<file path="src/rtl/mem_arbiter.sv">
// ---------------------------------------------------------------------------
// mem_arbiter
//
// Shares the single RAM port between the coherence controller (data side) and
// the instruction-fetch requests of two cores. The controller sees what looks
// like a private RAM: its request is forwarded and the RAM state and load data
// come back to it.
//
// A data block is two words. Once the first word completes, the port stays
// locked to the data side for up to LOCK_GAP idle cycles, so a writeback,
// forward-writeback or block load is never split by an instruction fetch.
// Instruction fetches alternate between the two cores (round-robin). A
// starvation counter lets a pending fetch win after STARVE_LIMIT data words.
//
// Parameters
//   LOCK_GAP       idle cycles tolerated between word 1 and word 2 of a block
//   STARVE_LIMIT   data words completed, with a fetch pending, before the
//                  fetch is given priority in IDLE
//
// Ports
//   CLK, nRST            clock; asynchronous active-low reset
//   iREN_i[1:0]          instruction read request, one bit per core
//   iaddr_i[1:0]         instruction address, one word per core
//   iwait_o[1:0]         instruction wait, one bit per core
//   iload_o[1:0]         instruction data, one word per core
//   cc_ramREN_i/WEN_i    coherence controller read / write request
//   cc_ramaddr_i         coherence controller address
//   cc_ramstore_i        coherence controller write data
//   cc_ramstate_o        RAM state as seen by the coherence controller
//   cc_ramload_o         read data returned to the coherence controller
//   ramREN_o/ramWEN_o    RAM read / write enable
//   ramaddr_o/ramstore_o RAM address / write data
//   ramload_i            RAM read data
//   ramstate_i           RAM state: 0 FREE, 1 BUSY, 2 ACCESS, 3 ERROR
// ---------------------------------------------------------------------------
module mem_arbiter #(
  parameter int LOCK_GAP     = 3,
  parameter int STARVE_LIMIT = 8
) (
  input  logic             CLK,
  input  logic             nRST,
  input  logic [1:0]       iREN_i,
  input  logic [1:0][31:0] iaddr_i,
  output logic [1:0]       iwait_o,
  output logic [1:0][31:0] iload_o,
  input  logic             cc_ramREN_i,
  input  logic             cc_ramWEN_i,
  input  logic [31:0]      cc_ramaddr_i,
  input  logic [31:0]      cc_ramstore_i,
  output logic [1:0]       cc_ramstate_o,
  output logic [31:0]      cc_ramload_o,
  output logic             ramREN_o,
  output logic             ramWEN_o,
  output logic [31:0]      ramaddr_o,
  output logic [31:0]      ramstore_o,
  input  logic [31:0]      ramload_i,
  input  logic [1:0]       ramstate_i
);

  // RAM state encodings (ERROR = 2'd3 is simply "not ACCESS" here)
  localparam logic [1:0] RS_FREE   = 2'd0;
  localparam logic [1:0] RS_BUSY   = 2'd1;
  localparam logic [1:0] RS_ACCESS = 2'd2;

  localparam int GAP_W    = (LOCK_GAP < 1) ? 1 : $clog2(LOCK_GAP + 1);
  localparam int STARVE_W = (STARVE_LIMIT < 1) ? 1 : $clog2(STARVE_LIMIT + 1);

  localparam logic [GAP_W-1:0]    GAP_MAX    = GAP_W'(LOCK_GAP);
  localparam logic [STARVE_W-1:0] STARVE_MAX = STARVE_W'(STARVE_LIMIT);

  typedef enum logic [1:0] {
    IDLE   = 2'd0,
    DGRANT = 2'd1,
    DHOLD  = 2'd2,
    IGRANT = 2'd3
  } state_t;

  state_t              state_q, state_d;
  logic                rr_q, rr_d;
  logic                word_q, word_d;
  logic [GAP_W-1:0]    gap_q, gap_d;
  logic [STARVE_W-1:0] starve_q, starve_d;
  logic                igr_q, igr_d;

  logic dreq;
  logic d_ren;
  logic any_i;
  logic pick;
  logic starved;
  logic ram_acc;

  assign dreq    = cc_ramREN_i | cc_ramWEN_i;
  // A simultaneous read and write from the controller is treated as a write.
  assign d_ren   = cc_ramREN_i & ~cc_ramWEN_i;
  assign any_i   = |iREN_i;
  // Favour core rr if it is asking, otherwise the other core.
  assign pick    = iREN_i[rr_q] ? rr_q : ~rr_q;
  assign starved = (starve_q == STARVE_MAX) && any_i;
  assign ram_acc = (ramstate_i == RS_ACCESS);

  assign cc_ramload_o = ramload_i;

  always_ff @(posedge CLK or negedge nRST) begin
    if (!nRST) begin
      state_q  <= IDLE;
      rr_q     <= 1'b0;
      word_q   <= 1'b0;
      gap_q    <= '0;
      starve_q <= '0;
      igr_q    <= 1'b0;
    end else begin
      state_q  <= state_d;
      rr_q     <= rr_d;
      word_q   <= word_d;
      gap_q    <= gap_d;
      starve_q <= starve_d;
      igr_q    <= igr_d;
    end
  end

  always_comb begin
    state_d       = state_q;
    rr_d          = rr_q;
    word_d        = word_q;
    gap_d         = gap_q;
    starve_d      = starve_q;
    igr_d         = igr_q;
    iwait_o       = 2'b11;
    iload_o       = '0;
    cc_ramstate_o = RS_BUSY;
    ramREN_o      = 1'b0;
    ramWEN_o      = 1'b0;
    ramaddr_o     = '0;
    ramstore_o    = '0;

    // Outputs must fall to their idle values the moment reset asserts, even
    // while requests are still present on the inputs.
    if (nRST) begin
      unique case (state_q)
        IDLE: begin
          // Arbitration is combinational so the winner reaches RAM this cycle.
          if (starved || (!dreq && any_i)) begin
            igr_d     = pick;
            state_d   = IGRANT;
            ramREN_o  = 1'b1;
            ramaddr_o = iaddr_i[pick];
          end else if (dreq) begin
            state_d    = DGRANT;
            ramREN_o   = d_ren;
            ramWEN_o   = cc_ramWEN_i;
            ramaddr_o  = cc_ramaddr_i;
            ramstore_o = cc_ramstore_i;
          end
        end

        DGRANT: begin
          cc_ramstate_o = ramstate_i;
          if (!dreq) begin
            // Controller withdrew before completion; word index kept.
            state_d = IDLE;
          end else begin
            ramREN_o   = d_ren;
            ramWEN_o   = cc_ramWEN_i;
            ramaddr_o  = cc_ramaddr_i;
            ramstore_o = cc_ramstore_i;
            if (ram_acc) begin
              if (any_i && (starve_q != STARVE_MAX))
                starve_d = starve_q + STARVE_W'(1);
              if (!word_q) begin
                word_d  = 1'b1;
                gap_d   = '0;
                state_d = DHOLD;
              end else begin
                word_d  = 1'b0;
                state_d = IDLE;
              end
            end
          end
        end

        DHOLD: begin
          // Port is locked to the data side between the two words of a block;
          // fetches stay blocked here regardless of the starvation count.
          cc_ramstate_o = RS_FREE;
          if (dreq) begin
            state_d    = DGRANT;
            ramREN_o   = d_ren;
            ramWEN_o   = cc_ramWEN_i;
            ramaddr_o  = cc_ramaddr_i;
            ramstore_o = cc_ramstore_i;
          end else begin
            gap_d = gap_q + GAP_W'(1);
            if (gap_d == GAP_MAX) begin
              word_d  = 1'b0;
              state_d = IDLE;
            end
          end
        end

        IGRANT: begin
          ramREN_o       = 1'b1;
          ramaddr_o      = iaddr_i[igr_q];
          iload_o[igr_q] = ramload_i;
          iwait_o[igr_q] = ~ram_acc;
          if (ram_acc) begin
            rr_d     = ~igr_q;
            starve_d = '0;
            state_d  = IDLE;
          end else if (!iREN_i[igr_q]) begin
            state_d = IDLE;
          end
        end

        default: state_d = IDLE;
      endcase
    end
  end

endmodule

</file>
<file path="config.mk">
export PLATFORM = sky130hd
export DESIGN_NAME = mem_arbiter
export DESIGN_NICKNAME = d
export VERILOG_FILES = /design/src/rtl/mem_arbiter.sv
export SDC_FILE = /design/constraint.sdc
export NUM_CORES = 1
export LEC_CHECK = 0
export ABC_AREA = 1
export ABC_CLOCK_PERIOD_IN_PS = 1750
export BUFFER_PORTS_ARGS = -buffer_cell sky130_fd_sc_hd__buf_2
export CORE_AREA = 2 2 130 132
export CTS_CLUSTER_DIAMETER = 50
export DETAILED_ROUTE_END_ITERATION = 6
export DIE_AREA = 0 0 132 134
export PLACE_DENSITY = 0.57
export SLEW_MARGIN = 20
export SYNTH_ARGS = -nofsm -noshare
export SYNTH_HDL_FRONTEND = slang
export SYNTH_SLANG_ARGS = --single-unit
</file>
<file path="constraint.sdc">
create_clock -name CLK -period 1.75 [get_ports CLK]
set_input_delay 0.2625 -clock CLK [delete_from_list [all_inputs] [get_ports CLK]]
set_output_delay 0.2625 -clock CLK [all_outputs]
set_load 0.02 [all_outputs]
</file>
==> out/results.ini <==
[cts]
numClockSinks = 11
clockBufferDepth = 2
cts_buffers = 3
worstSkewPairLatency_ns = 0.24
tritoncts = yes
clk_pin_slew_ns = 0.04
cts-htree-levels = 1
root_buffer = clkbuf_16

[critical_path]
cp.arrival_ns = 1.83
reg2reg_slack_ns = -0.01
start_kind = flop
rr_worst_depth = 10
crit_fanout = 7
critPathKind = reg2out
r2r_end = starve_q[1]
crit_path_end_kind = output pin
crit_start = starve_q[1]
crit-reg2reg-launch = state_q[1]
required_ns = 1.49

[cells_and_area]
drive_gt1_share_pct = 52.58
multiInputGateArea_sq_um = 4141
finalNonFillerCells = 1460
nets = 1414
nFillCells = 1555
fin_util_pct = 55.85
final-seq-area_sq_um = 276.5
design_area_sq_um = 9097
syn_to_final_growth_pct = 117.8

[pwr]
leakagePower_nw = 4.838
p_per_area_nw_per_um2 = 1073
peakVddDrop_v = 0.0005449
total_power_mw = 9.766

[placed_design]
dpl.cell_count = 1407
preCtsSetupSlack_ns = -0.1825
port_buffers = 333
dp_hpwl_um = 16310
gp_congestion = 0.8989
postPlaceCellArea_sq_um = 6595

[synth]
async_flop_share_pct = 100.0
synth_nets = 1062
synth-main-ff-cell = dfrtp_1
synth_warnings = 0
synth_cell_types = 28
ys_seq_elements = 11
yosysTopAreaCell = nand2_1
yosysSeqAreaShare_pct = 6.589
synthCells = 887
synth_area_sq_um = 4178
synth-edff-count = 0
synth_area_leaders = nand2_1, nand3_1, inv_1, nor2_1, nor3_1
synth.top_cell.area_share_pct = 26.86
avgSynthCellArea_sq_um = 4.710

[floorplan]
dieArea_sq_um = 17690
initial_core_util_pct = 25.65
die_h_um = 134
core_sq_um = 16290
fp.dieW_um = 132
rows = 47
ios = 334

[sta]
fmax_mhz = 476.9
rsz0062_at_grt = yes
fin_ws_ns = -0.3467
slew_viol_final = 0
fin_crit_sh_pct = 119.8
period_needed_ns = 2.097
slew_headroom_pct = 54.36
setup_viol = 133
setup_tns_ns = -32.71
finClkSkew_ns = 0.003869
worst_pin_slew_ns = 0.6846
whs_ns = 0.04031
hold_viol_final = 0

[grt]
overflow = 0
grt_pass1_wl_um = 35560
grt_pass1_vias = 6591
grt_usage_pct = 24.69
grt_max_degree = 66
antenna_found_initial = 3

[route]
drt_wl_total_um = 24960
dr.pass1.iters = 5
drt_iter0_markers = 409
ant_nets = 0
drc_errors = 0
avgViaCountPerCell = 4.902
via_count = 7157
wl_per_cell_um = 17.10

[status]
outcome = complete, but fails checks
violations = negative setup slack

[hold_path]
hp-class = in2async

[job]
max_cap_violations = 0

==> report_power, final <==
part	switching (mW)	internal [mW]
Sequential	0.0988	0.348
Combinational	4.99	3.92
Clock	0.111	0.306
Total	5.20	4.57
==> kinds of logic after synthesis <==
group | Yosys count | share of synthesized area, %
DFF | 11 | 6.589
buffers and inverters | 217 | 23.72
and+or+nand+nor | 588 | 59.45
adders and majority gates | 7 | 2.096
AOI/OAI and AO/OA | 63 | 7.937
xor gates and xnor gates | 1 | 0.2097
==> layer usage <==
| layer | wire length (um) | global-route usage [%] |
|---|---|---|
| met1 | 9437 | 29.11 |
| met5 | 0 | 0 |
| met2 | 12450 | 44.01 |
| met4 | 908 | 9.239 |
| met3 | 2169 | 5.178 |
==> flip-flops by register name (all words and copies together), names as in the netlist <==
signal and cells:
igr_q 1, word_q 1, gap_q 2, rr_q 1, starve_q 4, state_q 2
==> repair_timing <==
action                                  in CTS  in global routing
buffers inserted                            16                 12
hold buffers                                 2                  0
endpoints found under the setup margin     134                140
gates cloned                                10                 11
hold endpoints to repair                     1                  0
resized for setup                          288                176
pin swaps                                   27                 21
==> cell type report <==
class / instances / area share (%)
timing repair buffer: 442 / 42.19
tap: 220 / 3.026
clock buffer: 4 / 0.8665
sequential: 11 / 3.039
inverter: 122 / 5.295
multi-input combinational: 659 / 45.52
antenna: 2 / 0.05501
==> critical path: stages (launching register included) <==
cell      delay (ns)
dfrtp_1         0.36
inv_2           0.05
ha_4            0.17
nand3_4         0.07
o21ai_4         0.08
buf_6           0.13
o21ai_4         0.15
clkinv_4        0.14
buf_12          0.17
nor2_2          0.15
buf_6           0.14
==> placed cells by master, fill, tap and decap left out, drive strengths merged <==
cell,n
clkinvlp,1
or2,1
a21oi,31
nand4,8
a31oi,1
dlygate4sd3,2
nor2,92
o21ai,28
clkinv,1
buf,431
nand3,120
nor3,66
dfrtp,11
nand2,300
ha,7
o21bai,1
nand3b,1
o211ai,2
inv,120
clkbuf,13
xnor2,1
diode,2
==> how the worst max path moves through the flow <==
stage,endpoint,slack [ns],cells after the start
after floorplan,iload_o[33],-0.12,5
after global placement,ramstore_o[4],-0.17,7
after detailed placement,ramstore_o[4],-0.18,7
after CTS,ramstore_o[23],-0.34,10
after global routing,ramaddr_o[28],-0.42,10
final,ramstore_o[23],-0.35,10
==> synth_stat cells (all sizes together), types with 7 or more instances <==
library cell and n:
a21oi 31, buf 72, clkbuf 23, dfrtp 11
ha 7, inv 120, nand2 300, nand3 120
nand4 8, nor2 92, nor3 66, o21ai 28
Power figures use the tool's default switching activity.
